## src/rtl/uc_control.sv

```systemverilog
// rtl/uc_control.sv - accumulator CPU control unit: fetch, decode and processing-unit strobes
`timescale 1ns/1ps
module uc_control #(
    parameter int ADDR_W = 11
) (
    input  logic              clk,
    input  logic              rst,
    input  logic              ce,
    input  logic [15:0]       data_in,
    input  logic              carry,
    output logic [ADDR_W-1:0] adr,
    output logic              mem_en,
    output logic              mem_we,
    output logic [2:0]        sel_UAL,
    output logic              load_R1,
    output logic              load_accu,
    output logic              load_carry,
    output logic              init_carry
);

    localparam logic [2:0] S_FETCH  = 3'd0;
    localparam logic [2:0] S_DECODE = 3'd1;
    localparam logic [2:0] S_OPLOAD = 3'd2;
    localparam logic [2:0] S_R1LOAD = 3'd3;
    localparam logic [2:0] S_EXEC   = 3'd4;
    localparam logic [2:0] S_STORE  = 3'd5;

    localparam logic [1:0] C_ALU = 2'b00;
    localparam logic [1:0] C_STA = 2'b01;
    localparam logic [1:0] C_JMP = 2'b10;
    localparam logic [1:0] C_JCC = 2'b11;

    logic [2:0]        state;
    logic [2:0]        state_nxt;
    logic [ADDR_W-1:0] pc;
    logic [ADDR_W-1:0] pc_nxt;
    logic [ADDR_W-1:0] pc_inc;
    logic [15:0]       ir;
    logic [ADDR_W-1:0] ir_addr;
    logic [ADDR_W-1:0] din_addr;
    logic              active;

    logic [ADDR_W-1:0] adr_raw;
    logic              en_raw;
    logic              we_raw;
    logic [2:0]        sel_raw;
    logic              r1_raw;
    logic              accu_raw;
    logic              cy_raw;
    logic              ic_raw;

    assign pc_inc   = pc + ADDR_W'(1);
    assign ir_addr  = ir[ADDR_W-1:0];
    assign din_addr = data_in[ADDR_W-1:0];
    assign active   = ce & ~rst;

    // Sequencing and PC update; DECODE works on the word arriving on data_in,
    // so the branch decision sees the carry before init_carry clears it
    always_comb begin
        state_nxt = state;
        pc_nxt    = pc;
        case (state)
            S_FETCH:  state_nxt = S_DECODE;
            S_DECODE: begin
                pc_nxt = pc_inc;
                case (data_in[15:14])
                    C_ALU: state_nxt = S_OPLOAD;
                    C_STA: state_nxt = S_STORE;
                    C_JMP: begin
                        pc_nxt    = din_addr;
                        state_nxt = S_FETCH;
                    end
                    default: begin
                        if (!carry) begin
                            pc_nxt = din_addr;
                        end
                        state_nxt = S_FETCH;
                    end
                endcase
            end
            S_OPLOAD: state_nxt = S_R1LOAD;
            S_R1LOAD: state_nxt = S_EXEC;
            S_EXEC:   state_nxt = S_FETCH;
            S_STORE:  state_nxt = S_FETCH;
            default:  state_nxt = S_FETCH;
        endcase
    end

    // State, PC and IR registers; ce=0 freezes everything
    always_ff @(posedge clk) begin
        if (rst) begin
            state <= S_FETCH;
            pc    <= '0;
            ir    <= '0;
        end else if (ce) begin
            state <= state_nxt;
            pc    <= pc_nxt;
            if (state == S_DECODE) begin
                ir <= data_in;
            end
        end
    end

    // Ungated output decode from the registered state and IR
    always_comb begin
        adr_raw  = pc;
        en_raw   = 1'b0;
        we_raw   = 1'b0;
        sel_raw  = 3'b000;
        r1_raw   = 1'b0;
        accu_raw = 1'b0;
        cy_raw   = 1'b0;
        ic_raw   = 1'b0;
        case (state)
            S_FETCH:  en_raw = 1'b1;
            S_DECODE: ic_raw = (data_in[15:14] == C_JCC);
            S_OPLOAD: begin
                adr_raw = ir_addr;
                en_raw  = 1'b1;
            end
            S_R1LOAD: r1_raw = 1'b1;
            S_EXEC: begin
                if (ir[15:14] == C_ALU) begin
                    sel_raw  = ir[13:11];
                    accu_raw = 1'b1;
                    cy_raw   = 1'b1;
                end
            end
            S_STORE: begin
                if (ir[15:14] == C_STA) begin
                    adr_raw = ir_addr;
                    en_raw  = 1'b1;
                    we_raw  = 1'b1;
                end
            end
            default: ;
        endcase
    end

    // Every strobe is suppressed while frozen or in reset; the address reads 0 in reset
    always_comb begin
        adr        = rst ? '0 : adr_raw;
        mem_en     = en_raw & active;
        mem_we     = we_raw & active;
        sel_UAL    = active ? sel_raw : 3'b000;
        load_R1    = r1_raw & active;
        load_accu  = accu_raw & active;
        load_carry = cy_raw & active;
        init_carry = ic_raw & active;
    end

endmodule
```

## config.mk

```make
export PLATFORM = sky130hd
export DESIGN_NAME = uc_control
export DESIGN_NICKNAME = d
export VERILOG_FILES = /design/src/rtl/uc_control.sv
export SDC_FILE = /design/constraint.sdc
export NUM_CORES = 1
export LEC_CHECK = 0
export BUFFER_PORTS_ARGS = -buffer_cell sky130_fd_sc_hd__buf_2
export CORE_UTILIZATION = 25
export CTS_BUF_LIST = sky130_fd_sc_hd__clkbuf_8
export DETAILED_ROUTE_END_ITERATION = 10
export GPL_TIMING_DRIVEN = 1
export PLACE_DENSITY_LB_ADDON = 0.05
export SETUP_SLACK_MARGIN = 0.05
export SYNTH_ARGS = -nofsm -noshare
export SYNTH_HDL_FRONTEND = slang
export SYNTH_SLANG_ARGS = --single-unit
```

## constraint.sdc

```tcl
create_clock -name clk -period 1.95 [get_ports clk]
set_clock_uncertainty 0.15 [all_clocks]
set_input_delay 0.2925 -clock clk [delete_from_list [all_inputs] [get_ports clk]]
set_output_delay 0.2925 -clock clk [all_outputs]
set_load 0.005 [all_outputs]
```

==> qor.csv <==
stage,metric,value,unit
critical_path,Crit path depth,6,
clocking,"Clk Latency, worst-skew pair",290,ps
synthesis,synth top area cells,"dfxtp_1 35%, nand2_1 9.7%, a21oi_1 7.4%",
synthesis,Synth top area share,0.355,
pwr,power density cells,628,nW/um2
critical_path,critical-path cell list,nor3b_4 -> a32oi_2 -> buf_12 -> mux2i_1 -> nor2_1 -> buf_2,
layout,Final Non-Filler Cells,342,
floorplanning,DIE HEIGHT,84.3,um
timing,Worst slew margin,0.760,
timing,Sum Neg Setup Slack,-854,ps
run,Max-cap violations,0,
synthesis,Post-Syn Area,1690,um2
timing,RSZ-0062 raised after global routing,yes,
min_path,Hold Crit Depth,3,
clocking,CTS Hold Bufs,0,
clocking,clk buf depth,2,
placement,GP Congestion,0.685,
clocking,clock root buffer,clkbuf_8,
global_routing,met1 Use GR,0.206,
critical_path,cell family with most CP delay,flip-flops,
timing,fin crit period,2030,ps
timing,"Slew Viols, Final",0,
pwr,Pleak,0.967,nW
placement,port bufs,39,
critical_path,Crit Path Class,reg -> out,
global_routing,antenna violations before repair,0,
timing,Final Cycle Share,1.04,
floorplanning,core area,6460,um2
layout,fill count,730,
routing,1st-iter DRT viols,44,
timing,f_max,492,MHz
critical_path,crit path DAT,1590,ps
clocking,Sink Count,30,
critical_path,Reg2Reg Setup Slack,310,ps
pwr,switching pwr,0.379,mW
timing,Final Setup Violations,16,
global_routing,met3 Resource Use GR,0.0364,
layout,final instance area,2200,um2
synthesis,Post-Syn Instances,216,
pwr,switch share,0.275,
layout,Layout Nets,285,
run_status,failing checks,"design-rule violations, negative setup slack",
routing,post-route ant nets,0,
routing,Post-route DRC,1,
clocking,CTS tree,yes,
layout,post-layout util,0.340,
synthesis,Post-synth EDFFs,0,
global_routing,gr ovfl total,0,
synthesis,Avg Inst Size Synth,7.84,um2
timing,min setup slack post-route,-81.0,ps
routing,routed vias,1659,
global_routing,first-pass GRT wire length,8240,um
timing,Worst-Margin Slew,359,ps
pwr,VDD IR max,0.193,mV
synthesis,"Seq/Total Area, Yosys",0.355,
placement,pre-CTS setup slack,198,ps
min_path,worst hold start,data_in[12],
routing,first drt pass iteration count,9,
placement,Inst Count DP,331,
min_path,class of the worst hold path,in -> reg,
pwr,total power,1.38,mW
layout,share of layout cells above drive strength 1,0.309,
placement,DP HPWL,3340,um
pwr,internal power,1.00,mW
critical_path,crit end category,output port,
routing,Detailed Route WL,4860,um
timing,final hold violations,0,
placement,placed instance area,2030,um2
min_path,Min-Delay Endpoint,ir[12]$_SDFFE_PP0P_,
pwr,clock power share,0.380,
synthesis,Synth Net Count,237,
pwr,combinational share of power,0.145,
critical_path,CP max stage delay,320,ps
layout,most frequent cells in the layout,"43 x nand2_1, 37 x buf_2, 26 x dfxtp_1",
synthesis,#FFs+latches synth,30,
global_routing,largest net degree at the start of global routing,26,
critical_path,R2R Path End,pc[4]$_SDFFE_PP0P_,
synthesis,Yosys warning total,0,
synthesis,leading area contributor after synthesis,dfxtp_1,
run_status,outcome,finished with violations,
global_routing,met2 Use GR,0.221,
critical_path,reg2reg start,pc[1]$_SDFFE_PP0P_,
routing,wire per inst,14.2,um
synthesis,Main synth FF type,dfxtp_1,
layout,"most common cell after layout, fill and taps aside",nand2_1,
critical_path,reg2reg path depth,5,
global_routing,GRT Total Usage,0.146,
pwr,sequential share of power,0.475,
global_routing,GRT busiest layer,met2,
clocking,CTS H-tree lvls,2,
global_routing,vias in the first global route,1614,
clocking,"CTS clk-pin slew, worst paths",60,ps
critical_path,crit path max fanout,11,
routing,vias per cell,4.85,
critical_path,crit path launch type,flip-flop,
floorplanning,Initial Util,0.262,
synthesis,"FFs w/ async S/R, synth",0,
critical_path,worst path required time,1510,ps
timing,Min Hold Slack,97.7,ps
floorplanning,die area,7110,um2
layout,P&R area growth vs syn,29.8,%
critical_path,crit path launch,state[2]$_SDFFE_PP0P_,
floorplanning,Core Rows,29,
clocking,Num CTS Buffers,5,
layout,Inserted Diodes,0,
synthesis,post-synth cell types,47,
critical_path,Critical-path top delay cell,dfxtp_2,
critical_path,Worst Path Buf+Inv,2,
floorplanning,num ports,40,
floorplanning,Die Width,84.3,um
==> state kept, by name, indices dropped and copies added (netlist names) <==
signal and count:
pc 11, state 3, ir 16
==> power by group through the flow <==
stage               clock network (mW)  registers, mW  logic, mW
finish                           0.525          0.657      0.200
global route                     0.577          0.660      0.226
detailed placement                   0          0.670      0.194
CTS                              0.550          0.657      0.198
floorplan                            0          0.665      0.117
global placement                     0          0.670      0.196
==> cell usage after synthesis, drive strengths merged, types with 2 or more instances <==
cell	count
nor3	6
buf	12
dfxtp	30
nand2	44
clkbuf	5
nor3b	2
o2bb2ai	2
o22ai	4
and3	4
nand3	3
and2	5
o32ai	2
inv	2
nand4	2
nor2b	3
a22oi	2
nor2	20
o21ai	9
mux2i	11
a21oi	25
a31oi	2
a211oi	3
==> worst reg2reg max path: stages, from the launching register on <==
cell	delay, ps
dfxtp_1	400
ha_1	220
nand3_1	230
nand2b_1	270
a2bb2oi_1	160
o32ai_1	130
==> worst max path at each step <==
stage / to
6_report: adr[3]
3_5_place_dp: adr[3]
3_3_place_gp: adr[7]
4_1_cts: adr[3]
2_1_floorplan: adr[7]
5_1_grt: adr[0]
==> final cells by class <==
class	count	area, um2	area share
Clock buffer	6	82.6	0.0376
Sequential cell	30	608	0.277
Timing Repair Buffer	58	374	0.170
Multi-Input combinational cell	167	1020	0.464
Inverter	2	7.51	0.00341
Tap cell	77	96.3	0.0438
Clock inverter	2	8.76	0.00398
==> repair_timing <==
action	4_1_cts	5_1_grt
setup endpoints to repair	17	17
setup buffers	0	3
resized for setup	8	7
pin swaps	3	4
==> kinds of logic after synthesis <==
family                     count (synthesis)  share of synthesized area
and+or+nand+nor                           96                      0.284
muxes                                     12                     0.0716
adders and majority gates                  1                    0.00738
AOI/OAI and AO/OA                         58                      0.225
buffers and inverters                     19                     0.0576
DFF                                       30                      0.355
==> layer usage <==
metal / share of wire / vias up
met5: 0 / -
met4: 0.013 / 0
met3: 0.033 / 7
met2: 0.42 / 25
met1: 0.53 / 764
li1: - / 863
(Power assumes the default switching activity.)
